==> config.mk <==
export PLATFORM = sky130hd
export DESIGN_NAME = key_entry_ctrl
export DESIGN_NICKNAME = d
export VERILOG_FILES = /design/src/rtl/key_entry_ctrl.sv
export SDC_FILE = /design/constraint.sdc
export NUM_CORES = 1
export LEC_CHECK = 0
export ABC_CLOCK_PERIOD_IN_PS = 5700
export CAP_MARGIN = 30
export CORE_UTILIZATION = 55
export CTS_BUF_LIST = sky130_fd_sc_hd__clkbuf_4 sky130_fd_sc_hd__clkbuf_8
export CTS_CLUSTER_DIAMETER = 200
export CTS_CLUSTER_SIZE = 20
export DETAILED_ROUTE_END_ITERATION = 10
export GPL_TIMING_DRIVEN = 0
export MAX_ROUTING_LAYER = met4
export PLACE_DENSITY = 0.91
export SYNTH_ARGS = -nofsm -noshare
export SYNTH_HDL_FRONTEND = slang
export SYNTH_SLANG_ARGS = --single-unit
export TNS_END_PERCENT = 30
==> constraint.sdc <==
create_clock -name clk -period 5.7 [get_ports clk]
set_clock_uncertainty 0.1 [all_clocks]
set_input_delay 1.14 -clock clk [delete_from_list [all_inputs] [get_ports clk]]
set_output_delay 1.14 -clock clk [all_outputs]
set_load 0.01 [all_outputs]
==> src/rtl/key_entry_ctrl.sv <==
// key_entry_ctrl: consumes keypad scanner strobes, builds a BCD entry buffer,
// clears it on '*', commits it on '#', and drives a piezo tone burst for
// every accepted or rejected key.
module key_entry_ctrl #(
    parameter int DIGITS      = 4,
    parameter int BEEP_CYCLES = 1_637_500,
    parameter int TONE_DIV    = 3275
) (
    input  logic                  clk,
    input  logic                  reset,
    input  logic [3:0]            key_value,
    input  logic                  key_number,
    input  logic                  key_star,
    input  logic                  key_sharp,
    output logic [4*DIGITS-1:0]   entry_digits,
    output logic [2:0]            digit_count,
    output logic [4*DIGITS-1:0]   entry_value,
    output logic                  entry_valid,
    output logic                  overflow,
    output logic                  buzz_out
);

    localparam int BUF_W  = 4 * DIGITS;
    localparam int BEEP_W = $clog2(2 * BEEP_CYCLES + 1);
    localparam int TONE_W = (TONE_DIV > 1) ? $clog2(TONE_DIV) : 1;

    localparam logic [2:0]        FULL_COUNT  = 3'(DIGITS);
    localparam logic [BEEP_W-1:0] SHORT_LEN   = BEEP_W'(BEEP_CYCLES);
    localparam logic [BEEP_W-1:0] ERROR_LEN   = BEEP_W'(2 * BEEP_CYCLES);
    localparam logic [TONE_W-1:0] TONE_RELOAD = TONE_W'(TONE_DIV - 1);

    typedef enum logic [1:0] {
        EMPTY,
        ENTRY,
        FULL
    } state_t;

    // Strobe bit order everywhere: [0] digit/unused, [1] star, [2] sharp.
    logic [2:0] strobeRaw;
    logic [2:0] strobeS1_q;
    logic [2:0] strobeS2_q;
    logic [2:0] strobePrev_q;
    logic [2:0] armed_q;
    logic [1:0] settle_q;
    logic [3:0] valueS1_q;
    logic [3:0] valueS2_q;
    logic [2:0] rise;

    logic       evNum_q;
    logic       evStar_q;
    logic       evSharp_q;
    logic [3:0] evValue_q;

    state_t             state_q, state_d;
    logic [BUF_W-1:0]   buffer_q, buffer_d;
    logic [2:0]         count_q, count_d;
    logic [BUF_W-1:0]   value_q, value_d;
    logic               valid_q, valid_d;
    logic               overflow_q, overflow_d;
    logic               beepShort;
    logic               beepError;

    logic [BEEP_W-1:0]  beepCount_q;
    logic [TONE_W-1:0]  toneCount_q;
    logic               buzz_q;

    assign strobeRaw = {key_sharp, key_star, key_number};

    // A strobe only counts as rising once it has been seen low after reset,
    // so a key held through reset release never produces an event.
    assign rise = strobeS2_q & ~strobePrev_q & armed_q;

    // Two-flop synchronisers, edge register and post-reset arming.
    always_ff @(posedge clk) begin
        if (reset) begin
            strobeS1_q   <= '0;
            strobeS2_q   <= '0;
            strobePrev_q <= '0;
            armed_q      <= '0;
            settle_q     <= '0;
            valueS1_q    <= '0;
            valueS2_q    <= '0;
        end else begin
            strobeS1_q   <= strobeRaw;
            strobeS2_q   <= strobeS1_q;
            strobePrev_q <= strobeS2_q;
            valueS1_q    <= key_value;
            valueS2_q    <= valueS1_q;
            if (settle_q != 2'd2) begin
                settle_q <= settle_q + 2'd1;
            end
            armed_q      <= armed_q | ({3{settle_q == 2'd2}} & ~strobeS2_q);
        end
    end

    // Register one prioritised event per cycle: '#' over '*' over digit.
    always_ff @(posedge clk) begin
        if (reset) begin
            evNum_q   <= 1'b0;
            evStar_q  <= 1'b0;
            evSharp_q <= 1'b0;
            evValue_q <= '0;
        end else begin
            evSharp_q <= rise[2];
            evStar_q  <= rise[1] & ~rise[2];
            evNum_q   <= rise[0] & ~rise[1] & ~rise[2];
            evValue_q <= valueS2_q;
        end
    end

    // Entry FSM next-state, buffer update and beep requests.
    always_comb begin
        state_d    = state_q;
        buffer_d   = buffer_q;
        count_d    = count_q;
        value_d    = value_q;
        valid_d    = 1'b0;
        overflow_d = 1'b0;
        beepShort  = 1'b0;
        beepError  = 1'b0;

        if (evSharp_q) begin
            if (state_q != EMPTY) begin
                value_d   = buffer_q;
                valid_d   = 1'b1;
                buffer_d  = '0;
                count_d   = '0;
                state_d   = EMPTY;
                beepShort = 1'b1;
            end else begin
                beepError = 1'b1;
            end
        end else if (evStar_q) begin
            buffer_d  = '0;
            count_d   = '0;
            state_d   = EMPTY;
            beepShort = 1'b1;
        end else if (evNum_q && (evValue_q <= 4'd9)) begin
            if (state_q == FULL) begin
                overflow_d = 1'b1;
                beepError  = 1'b1;
            end else begin
                buffer_d       = buffer_q << 4;
                buffer_d[3:0]  = evValue_q;
                count_d        = count_q + 3'd1;
                state_d        = (count_d == FULL_COUNT) ? FULL : ENTRY;
                beepShort      = 1'b1;
            end
        end
    end

    // Entry FSM state and output registers.
    always_ff @(posedge clk) begin
        if (reset) begin
            state_q    <= EMPTY;
            buffer_q   <= '0;
            count_q    <= '0;
            value_q    <= '0;
            valid_q    <= 1'b0;
            overflow_q <= 1'b0;
        end else begin
            state_q    <= state_d;
            buffer_q   <= buffer_d;
            count_q    <= count_d;
            value_q    <= value_d;
            valid_q    <= valid_d;
            overflow_q <= overflow_d;
        end
    end

    // Beep generator: a new request restarts length and tone phase, high first.
    always_ff @(posedge clk) begin
        if (reset) begin
            beepCount_q <= '0;
            toneCount_q <= '0;
            buzz_q      <= 1'b0;
        end else if (beepShort || beepError) begin
            beepCount_q <= beepError ? ERROR_LEN : SHORT_LEN;
            toneCount_q <= TONE_RELOAD;
            buzz_q      <= 1'b1;
        end else if (beepCount_q > BEEP_W'(1)) begin
            beepCount_q <= beepCount_q - BEEP_W'(1);
            if (toneCount_q == '0) begin
                toneCount_q <= TONE_RELOAD;
                buzz_q      <= ~buzz_q;
            end else begin
                toneCount_q <= toneCount_q - TONE_W'(1);
            end
        end else begin
            beepCount_q <= '0;
            buzz_q      <= 1'b0;
        end
    end

    assign entry_digits = buffer_q;
    assign digit_count  = count_q;
    assign entry_value  = value_q;
    assign entry_valid  = valid_q;
    assign overflow     = overflow_q;
    assign buzz_out     = buzz_q;

endmodule
Word-level counts from Yosys, hierarchy flattened
Index checks and enable logic that the tools add are counted.
- mux-type cells: 35
- equality and inequality tests: 7
- magnitude comparators: 2
- bitwise gates (word level): 13
- reductions and logical operators: 11
- add/subtract/negate cells: 4
- operator list (cell ; number):
    2-to-1 mux 16 bit ; 5
    2-to-1 mux 22 bit ; 3
    2-to-1 mux 12 bit ; 3
    greater-than comparator 22 x 1 -> 1 bit, second input constant ; 1
    subtractor 22 x 1 -> 22 bit, second input constant ; 1
    2-to-1 mux 3 bit ; 5
    2-to-1 mux 1 bit ; 13
    logical NOT 12 bit ; 1
    2-to-1 mux 2 bit ; 6
    subtractor 12 x 1 -> 12 bit, second input constant ; 1
    AND 3 bit ; 3
    NOT 3 bit ; 2
    OR reduction 2 bit ; 3
    == test 2 bit, second input constant ; 2
    <= comparator 4 bit, second input constant ; 1
    NOT 1 bit ; 4
    nonzero test 2 bit ; 2
    adder 3 x 1 -> 3 bit, second input constant ; 1
    AND 1 bit ; 3
    == test 3 bit, second input constant ; 1
    != test 3 x 2 -> 1 bit, second input constant ; 1
    != test 3 bit, second input constant ; 1
    OR 3 bit ; 1
    AND reduction 3 bit ; 1
    7 further kinds ; 7
- register bits: 103
- input bits: 9
- output and inout port bits: 38
- logic and storage cells: 93

Logic depth before layout (Yosys ltp)
Gate-level depths: netlist (run 1).
- depth after elaboration: 7
- mapped depth: 8

Worst setup path after synthesis (run 1)
No wires, ideal clock.
- path kind: input -> register
- start: input reset
- end: register buffer_q[10], in the netlist entry_digits[10]
- library setup time: 60 ps
- path slack: 3178 ps
- arrival time: 2363 ps
- cell stages on the path: 6
- buffers on the path: 2
- path through: clkbuf_1 inv_1 nand2_1 nor2_1 clkbuf_1 a22o_1
- RTL lines (what ; line ; RTL):
    start, declared ; 10 ; input logic reset,
    end signal, assigned ; 163 ; buffer_q <= buffer_d;
    end, declared ; 55 ; logic [BUF_W-1:0] buffer_q, buffer_d;

==> summary by stage, run 1 <==
CTS
For this design, the sink count on the clock tree is 103. The later pin in the worst-skew pair is clocked with a latency of 0.37 ns. The number of H-tree levels is 3. The total clock buffers created by CTS is 9. The register clock-pin slew on the reported worst setup and hold paths is 0.10 ns. The maximum count of clock buffers along a single path is 2. TritonCTS built the clock tree.

The post-cts gate resize count is 0. The number of hold buffers added after cts is 0. The root buffer selected by CTS is sky130_fd_sc_hd__clkbuf_8.

The post-CTS setup buffer count is 0.

GRT
The initial antenna violation count is 0. The pin count of the biggest net entering global routing is 19. The first global-routing pass estimated 14,800 um of wire.

The global-route usage over all layers is 25.8%. After global routing the overflow that remains totals 0. The number of global-route vias before repair is 3,125.

STA
Setup repair after global routing left no endpoint under its margin. Setup violations remaining at the end of the flow were counted as 0. At the pin with the least slew margin, the transition time is 0.928 ns.

The relative slew slack is 37.7%. The total count of max-transition violations in the final report is 0. Across all setup checks in the final design, the least slack found is 3.03 ns. The total count of hold-check failures in the final report is 0. Static timing analysis puts the maximum clock frequency at 0.375 GHz.

The sum of negative setup slack is 0 ns. The post-route minimum period is 2.67 ns. Of the available clock period, the critical path in the final layout requires 46.8%.

Detailed routing
After detailed routing, the number of remaining DRC violations is 0. The detailed-route vias per instance is 5.71. The count of nets left with antenna violations once routing finished came out at 0.

In the final routed layout, each cell accounts on average for 15.0 um. In this run, the number of DRC markers left after iteration 0 of detailed routing was 221. The count of TritonRoute iterations in the first routing pass is 5. The via total after detailed routing is 3,366. The routed design has 8880 um of wire.

Critical path
The most numerous cell type found on the critical path is sky130_fd_sc_hd__clkbuf_1. STA classifies the critical path startpoint as a primary input. For the worst flop-to-flop path, the logic depth is 5.

The largest fanout on the critical path is 10. The signal on the critical path passes through clkbuf_1, inv_1, nand2_1, nor2_1, clkbuf_1, a22o_1. The critical path contains buffers and inverters numbering 3 combined. The critical path in this run is classified as primary input to register.

The worst endpoint required time is 5.90 ns. The worst setup path is captured at a register. The endpoint arrival time on the critical path is 2.87 ns. The worst stage delay on the critical path is 0.49 ns. The cell at the slowest stage of the critical path is sky130_fd_sc_hd__nor2_1. In this design, the largest share of critical-path delay is due to buffers and inverters. The register-to-register path setup slack is 3.34 ns. The critical path crosses 6 cells after its start point.

Synthesis
The post-synthesis cell type count is 48. The cell count after synthesis came out at 434. In this run the mean area of a mapped cell was 9.16 sq um. The number of storage elements in the synthesis netlist is 103.

The sequential fraction of the synthesis area is 51.8%. The netlist area before placement is 3980 sq um. For this run, asynchronously set or reset flops after synthesis account for 0%. Counting flops with a built-in enable in the synthesized netlist gives 0.

Yosys printed 0 warnings. The net count of the mapped netlist is 450. The most used flip-flop cell after synthesis is sky130_fd_sc_hd__dfxtp_1.

Die
The number of rows in the core area is 30. The floorplan step set the die height to 87.0 um. The die outline width is 87.0 um. The area inside the core boundary is 6910 sq um. The die covers 7580 sq um. During I/O placement, the number of pins put on the boundary was 47. Once the floorplan was initialized, standard cells occupied 57.6% of the core.

Power and ir drop
The proportion of power drawn by flip-flops and latches is 42.1%. The post-layout total power is 2330 uW. The largest voltage drop on the vdd net is 0.300 mV. The leakage power total is 0.00175 uW.

Summed over all nets, the switching power comes to 911 uW. The internal power consumption is 1420 uW. Dividing total power by cell area gives a power density of 494 nW/um^2.

The combinational cell fraction of total power is 39.9%. The power share of the clock group is 18.1%. Of the total power, the share spent switching nets is 39.0%.

Place
The instance count after placement with tap cells included is 575. The HPWL after detailed placement is 6150 um. OpenSTA, run right after detailed placement, puts the worst setup slack at 2.71 ns. Input and output buffers added on the ports amount to 45. The congestion estimate from routability-driven global placement came to 0.885.

Finish
The area growth from synthesis to layout is 18.7%. Fill cells in the final layout number 531. The layout net count is 506. Of the cells placed in the final design, the portion with a size suffix greater than 1 is 5.06%. The count of placed standard cells in the final layout, fillers left out is 590.

The number of antenna cells inserted is 0.

Run status
The run finished with clean final reports.

Hold path
The worst hold path belongs to the class register to register. Along the worst hold path, the cell count comes to 1.

Flow run
Max-cap violations in this run came to 0.
## power by group through the flow
stage	Sequential [uW]	Combinational [uW]	Clock (uW)
after CTS	977	922	422
after global placement	979	864	0
after global routing	1000	1040	457
final	982	930	421
after floorplan	964	736	0
after detailed placement	991	911	0
## routing by layer
metal | GRT usage (%) | wire length, um | vias to the layer above | share of wire [%]
met4 | 8.79 | 121 | 0 | 1.4
met1 | 32.6 | 4000 | 1623 | 45
met5 | - | 0 | - | 0
li1 | - | - | 1640 | -
met2 | 42.1 | 4400 | 92 | 50
met3 | 4.08 | 355 | 11 | 4.0
## sequential cells by signal, indices dropped and copies added (netlist names)
signal and count:
strobeS1_q 3, beepCount_q 22, evSharp_q 1, settle_q 2, entry_value 16, entry_digits 16
toneCount_q 12, state_q 2, armed_q 3, entry_valid 1, overflow 1, evNum_q 1
evValue_q 4, buzz_out 1, valueS1_q 4, strobeS2_q 3, evStar_q 1, valueS2_q 4
digit_count 3, strobePrev_q 3
## synth_stat cells, types with 3 or more instances
cell type	count	area share [%]
sky130_fd_sc_hd__o21a_1	5	0.94
sky130_fd_sc_hd__or4_1	5	0.94
sky130_fd_sc_hd__o21ai_0	12	1.5
sky130_fd_sc_hd__o21ai_1	5	0.63
sky130_fd_sc_hd__nor2_1	43	4.1
sky130_fd_sc_hd__a311oi_1	5	1.1
sky130_fd_sc_hd__nor2b_1	19	3.0
sky130_fd_sc_hd__inv_1	11	1.0
sky130_fd_sc_hd__a21oi_1	36	4.5
sky130_fd_sc_hd__a22o_1	17	3.7
sky130_fd_sc_hd__nand2_1	53	5.0
sky130_fd_sc_hd__nor3_1	15	1.9
sky130_fd_sc_hd__xor2_1	5	1.1
sky130_fd_sc_hd__a211oi_1	4	0.75
sky130_fd_sc_hd__or3_1	11	1.7
sky130_fd_sc_hd__nor4_1	7	1.1
sky130_fd_sc_hd__ha_1	7	2.2
sky130_fd_sc_hd__clkbuf_1	14	1.3
sky130_fd_sc_hd__xnor2_1	14	3.1
sky130_fd_sc_hd__dfxtp_1	103	52
sky130_fd_sc_hd__nand2b_1	6	0.94
sky130_fd_sc_hd__o22ai_1	3	0.47
## cell families (layout without fill, tap and decap cells)
family                   after synthesis  in the layout  share of synthesized area, %
buffers and inverters                 30             90                          3.27
adder cells (fa/ha/maj)                7              7                          2.20
multiplexers                           2              2                         0.503
AND/OR/NAND/NOR                      173            173                          21.5
flip-flops                           103            103                          51.8
XOR/XNOR                              19             19                          4.18
AO/OA/AOI/OAI                        100            100                          16.5
## worst register-to-register path, stage by stage, from the launching register on
cell and delay, ns:
sky130_fd_sc_hd__dfxtp_1 0.36, sky130_fd_sc_hd__nor4_1 0.61, sky130_fd_sc_hd__nand4b_1 0.36, sky130_fd_sc_hd__nor2_1 0.35
sky130_fd_sc_hd__nor3_1 0.13, sky130_fd_sc_hd__a311oi_1 0.35
## cell type report
class / count / area [sq um] / area share [%]
timing repair buffer: 45 / 450 / 9.54
multi-input combinational: 301 / 1790 / 37.8
tap: 96 / 120 / 2.54
inverter: 11 / 41.3 / 0.874
buffer: 19 / 88.8 / 1.88
clock buffer: 9 / 124 / 2.62
clock inverter: 6 / 51.3 / 1.09
sequential: 103 / 2060 / 43.7
## placed cells by master (no fill, tap or decap), types with 9 or more instances in the layout
master,count
sky130_fd_sc_hd__clkbuf_8,9
sky130_fd_sc_hd__nor3_1,15
sky130_fd_sc_hd__clkbuf_1,14
sky130_fd_sc_hd__a22o_1,17
sky130_fd_sc_hd__or3_1,11
sky130_fd_sc_hd__dfxtp_1,103
sky130_fd_sc_hd__nand2_1,53
sky130_fd_sc_hd__clkdlybuf4s50_1,45
sky130_fd_sc_hd__nor2b_1,19
sky130_fd_sc_hd__a21oi_1,36
sky130_fd_sc_hd__o21ai_0,12
sky130_fd_sc_hd__xnor2_1,14
sky130_fd_sc_hd__nor2_1,43
sky130_fd_sc_hd__inv_1,11
## final timing paths
path                             endpoint                        from
min                   evStar_q$_SDFF_PP0_  strobePrev_q[1]$_SDFF_PP0_
max          entry_digits[7]$_SDFFE_PP0P_                       reset
min reg2reg           evStar_q$_SDFF_PP0_  strobePrev_q[1]$_SDFF_PP0_
max reg2reg   toneCount_q[7]$_SDFFE_PP0P_  beepCount_q[16]$_SDFF_PP0_
## metrics by stage
stage / hold WS [ns] / util (%) / area, sq um
5_1_grt: 0.360 / 68.4 / 4720
3_5_place_dp: 0.325 / 65.9 / 4550
3_3_place_gp: 0.314 / 65.9 / 4550
2_1_floorplan: 0.300 / - / 3980
6_report: 0.337 / 68.4 / 4720
4_1_cts: 0.342 / 68.4 / 4720
(Power assumes the default switching activity.)
==> run 2: changes to the inputs <==
Settings changed: ABC_CLOCK_PERIOD_IN_PS 5700 to 2100, CORE_UTILIZATION 55 to 52, PLACE_DENSITY 0.91 to 0.9.
Clock period 5.7 ns to 2.1 ns, I/O delays scaled along.
==> summary by stage, run 2 (synthesis gave the netlist of run 1 again) <==
CTS
The number of H-tree levels is 3 (unchanged). The number of hold buffers added after cts is 0 (unchanged). The tree is rooted in a sky130_fd_sc_hd__clkbuf_8.

The CTS sink count is 103 (unchanged). The insertion delay of the later-clocked pin in the worst-skew pair is 0.37 ns (about the same). The maximum count of clock buffers along a single path came to 2 (unchanged). TritonCTS built the clock tree.

The register clock-pin slew on the reported worst setup and hold paths was 0.10 ns (about the same). The total clock buffers created by CTS is 9 (unchanged).

Finish
The library cell used most frequently in the layout, excluding fill and tap cells, is sky130_fd_sc_hd__dfxtp_1. The number of flip-flops under the largest register name is 22 (unchanged). The library cells used most frequently in the layout, excluding fill and tap cells, are sky130_fd_sc_hd__dfxtp_1, sky130_fd_sc_hd__nand2_1, sky130_fd_sc_hd__clkdlybuf4s50_1.

The number of filler instances in the final layout is 537 (+1.1%). The top register by number of flip-flops is beepCount_q. The fraction of the core area covered by cells at the end of the flow is 67.6% (-0.80 points). The number of antenna cells inserted came to 0 (unchanged). The share of cells above drive strength 1 is 14.1% (+9.0 points).

Compared with the post-synthesis result, the final layout area differs by 24.6%. The layout net count is 509 (+0.59%).

STA
The relative slew slack is 57.4% (+20 points). The final clock period utilization by the worst path is 98.3%. The total count of max-transition violations in the final report is 0 (unchanged). The sum of negative setup slack was 0 ns (unchanged). The maximum frequency from static timing analysis is 0.485 GHz. The transition time at the pin with the least slew margin is 0.640 ns (-0.288 ns). The worst path setup slack after routing is 0.0361 ns (-3.00 ns). The worst-case hold slack is 0.324 ns (-0.0133 ns). The total count of hold-check failures in the final report came to 0 (unchanged). The worst path needs 2.06 ns of the cycle, external delays included. The final setup violation count came to 0 (unchanged).

Detailed routing
The number of violations reported at the end of detailed-routing iteration 0 is 197 (-11%). The via total after detailed routing is 3,458 (+2.7%). The final wirelength is 9320 um (+5.0%). The count of TritonRoute iterations in the first routing pass is 5 (unchanged).

The number of remaining DRC errors is 0 (unchanged). The average wire length per cell after detail routing is 15.6 um (+3.7%). The number of antenna-violating nets in the routed design is 0 (unchanged). The detailed-route vias per instance is 5.79 (+1.5%).

Die
The area of the die is 8000 sq um (+5.6%). The total I/O pin count was 47 (unchanged). The area inside the core boundary was 7330 sq um (+6.1%). The die height was 89.5 um (+2.8%). The number of rows in the core area was 31 (+3.3%). The die outline width is 89.5 um (+2.8%).

The starting density of the core is 54.3% (-3.3 points).

Critical path
The critical path in this run is classified as register to register. The endpoint arrival time on the critical path was 2.24 ns (-0.63 ns). The worst endpoint required time is 2.27 ns (-3.63 ns). STA classifies the critical path startpoint as a register. The worst setup path is captured at a register. The largest fanout on the critical path is 8 (-2).

GRT
The global-route wire length before repair came to 14,300 um (-3.2%). The pin count of the biggest net entering global routing is 19 (unchanged). The global-route usage over all layers is 24.2% (-1.6 points).

The number of global-route vias before repair is 3,159 (+1.1%). The initial antenna violation count is 0 (unchanged). The overall overflow remaining after global route is 0 (unchanged).

Flow run
The max-capacitance violation count is 0 (unchanged).

Hold path
The path category of the worst min-delay check is register to register.

Place
The number of input and output port buffers inserted is 45 (unchanged). The final estimated routing congestion in global placement is 0.899 (+1.5%). The setup slack at placement is -0.175 ns (-2.88 ns).

The final HPWL from detailed placement is 6220 um (+1.2%).

Power and ir drop
The leakage power total was 0.00182 uW (+3.9%). The post-layout total power is 7060 uW (+200%). The power per standard cell area is 1430 nW/um^2 (+190%). The largest voltage drop on the vdd net is 0.908 mV (+200%).

Run status
The flow ran to the end, and the final reports show no timing, DRC or antenna violations.
-- run 2: layout make-up --
cell class              instances  area [sq um]  share of cell area (%)
repair buffers                 51           495                    10.0
flip-flops and latches        103          2080                    41.9
multi-input cells             301          1940                    39.1
clock buffers                  10           131                    2.65
inverters                      11          43.8                   0.884
plain buffers                  16          68.8                    1.39
clock inverters                 6          76.3                    1.54
well taps                      99           124                    2.50
-- run 2: worst paths after layout --
kind	from	to	cells past startpoint	slack (ns)
worst min-delay path	strobePrev_q[1]$_SDFF_PP0_	evStar_q$_SDFF_PP0_	1	0.32
worst max register to register	toneCount_q[8]$_SDFFE_PP0N_	toneCount_q[9]$_SDFFE_PP0N_	5	0.04
worst min register to register	strobePrev_q[1]$_SDFF_PP0_	evStar_q$_SDFF_PP0_	1	0.32
worst max-delay path	toneCount_q[8]$_SDFFE_PP0N_	toneCount_q[9]$_SDFFE_PP0N_	5	0.04
-- run 2: repair_timing --
action,in CTS,in global routing
setup endpoints to repair,32,30
pin swaps,2,11
setup buffers,0,6
hold endpoints to repair,0,0
resized for setup,18,35
-- run 2: stage by stage --
step / instance area (sq um) / cells
2_1_floorplan: 3980 / 434
3_3_place_gp: 4550 / 578
3_5_place_dp: 4550 / 578
4_1_cts: 4820 / 594
5_1_grt: 4950 / 597
6_report: 4950 / 597
-- run 2: critical path: stages, from the launching register on --
cell and delay, ns:
sky130_fd_sc_hd__dfxtp_4 0.36, sky130_fd_sc_hd__or3_4 0.42, sky130_fd_sc_hd__or4_4 0.65, sky130_fd_sc_hd__o31ai_4 0.09, sky130_fd_sc_hd__nand2_1 0.09, sky130_fd_sc_hd__a32o_1 0.25
-- run 2: per-layer routing --
layer  vias up  part of all wire, %  GRT usage, %
met5         -                    0             -
met4         0                  1.1          7.07
met3        11                  5.5          7.57
met2        95                   51          39.1
met1      1702                   43          29.1
li1       1650                    -             -
-- run 2: power breakdown --
| part | internal, uW | switching, uW | total [uW] |
|---|---|---|---|
| Combinational | 1400 | 1650 | 3050 |
| Sequential | 2340 | 383 | 2730 |
| Clock | 583 | 702 | 1280 |
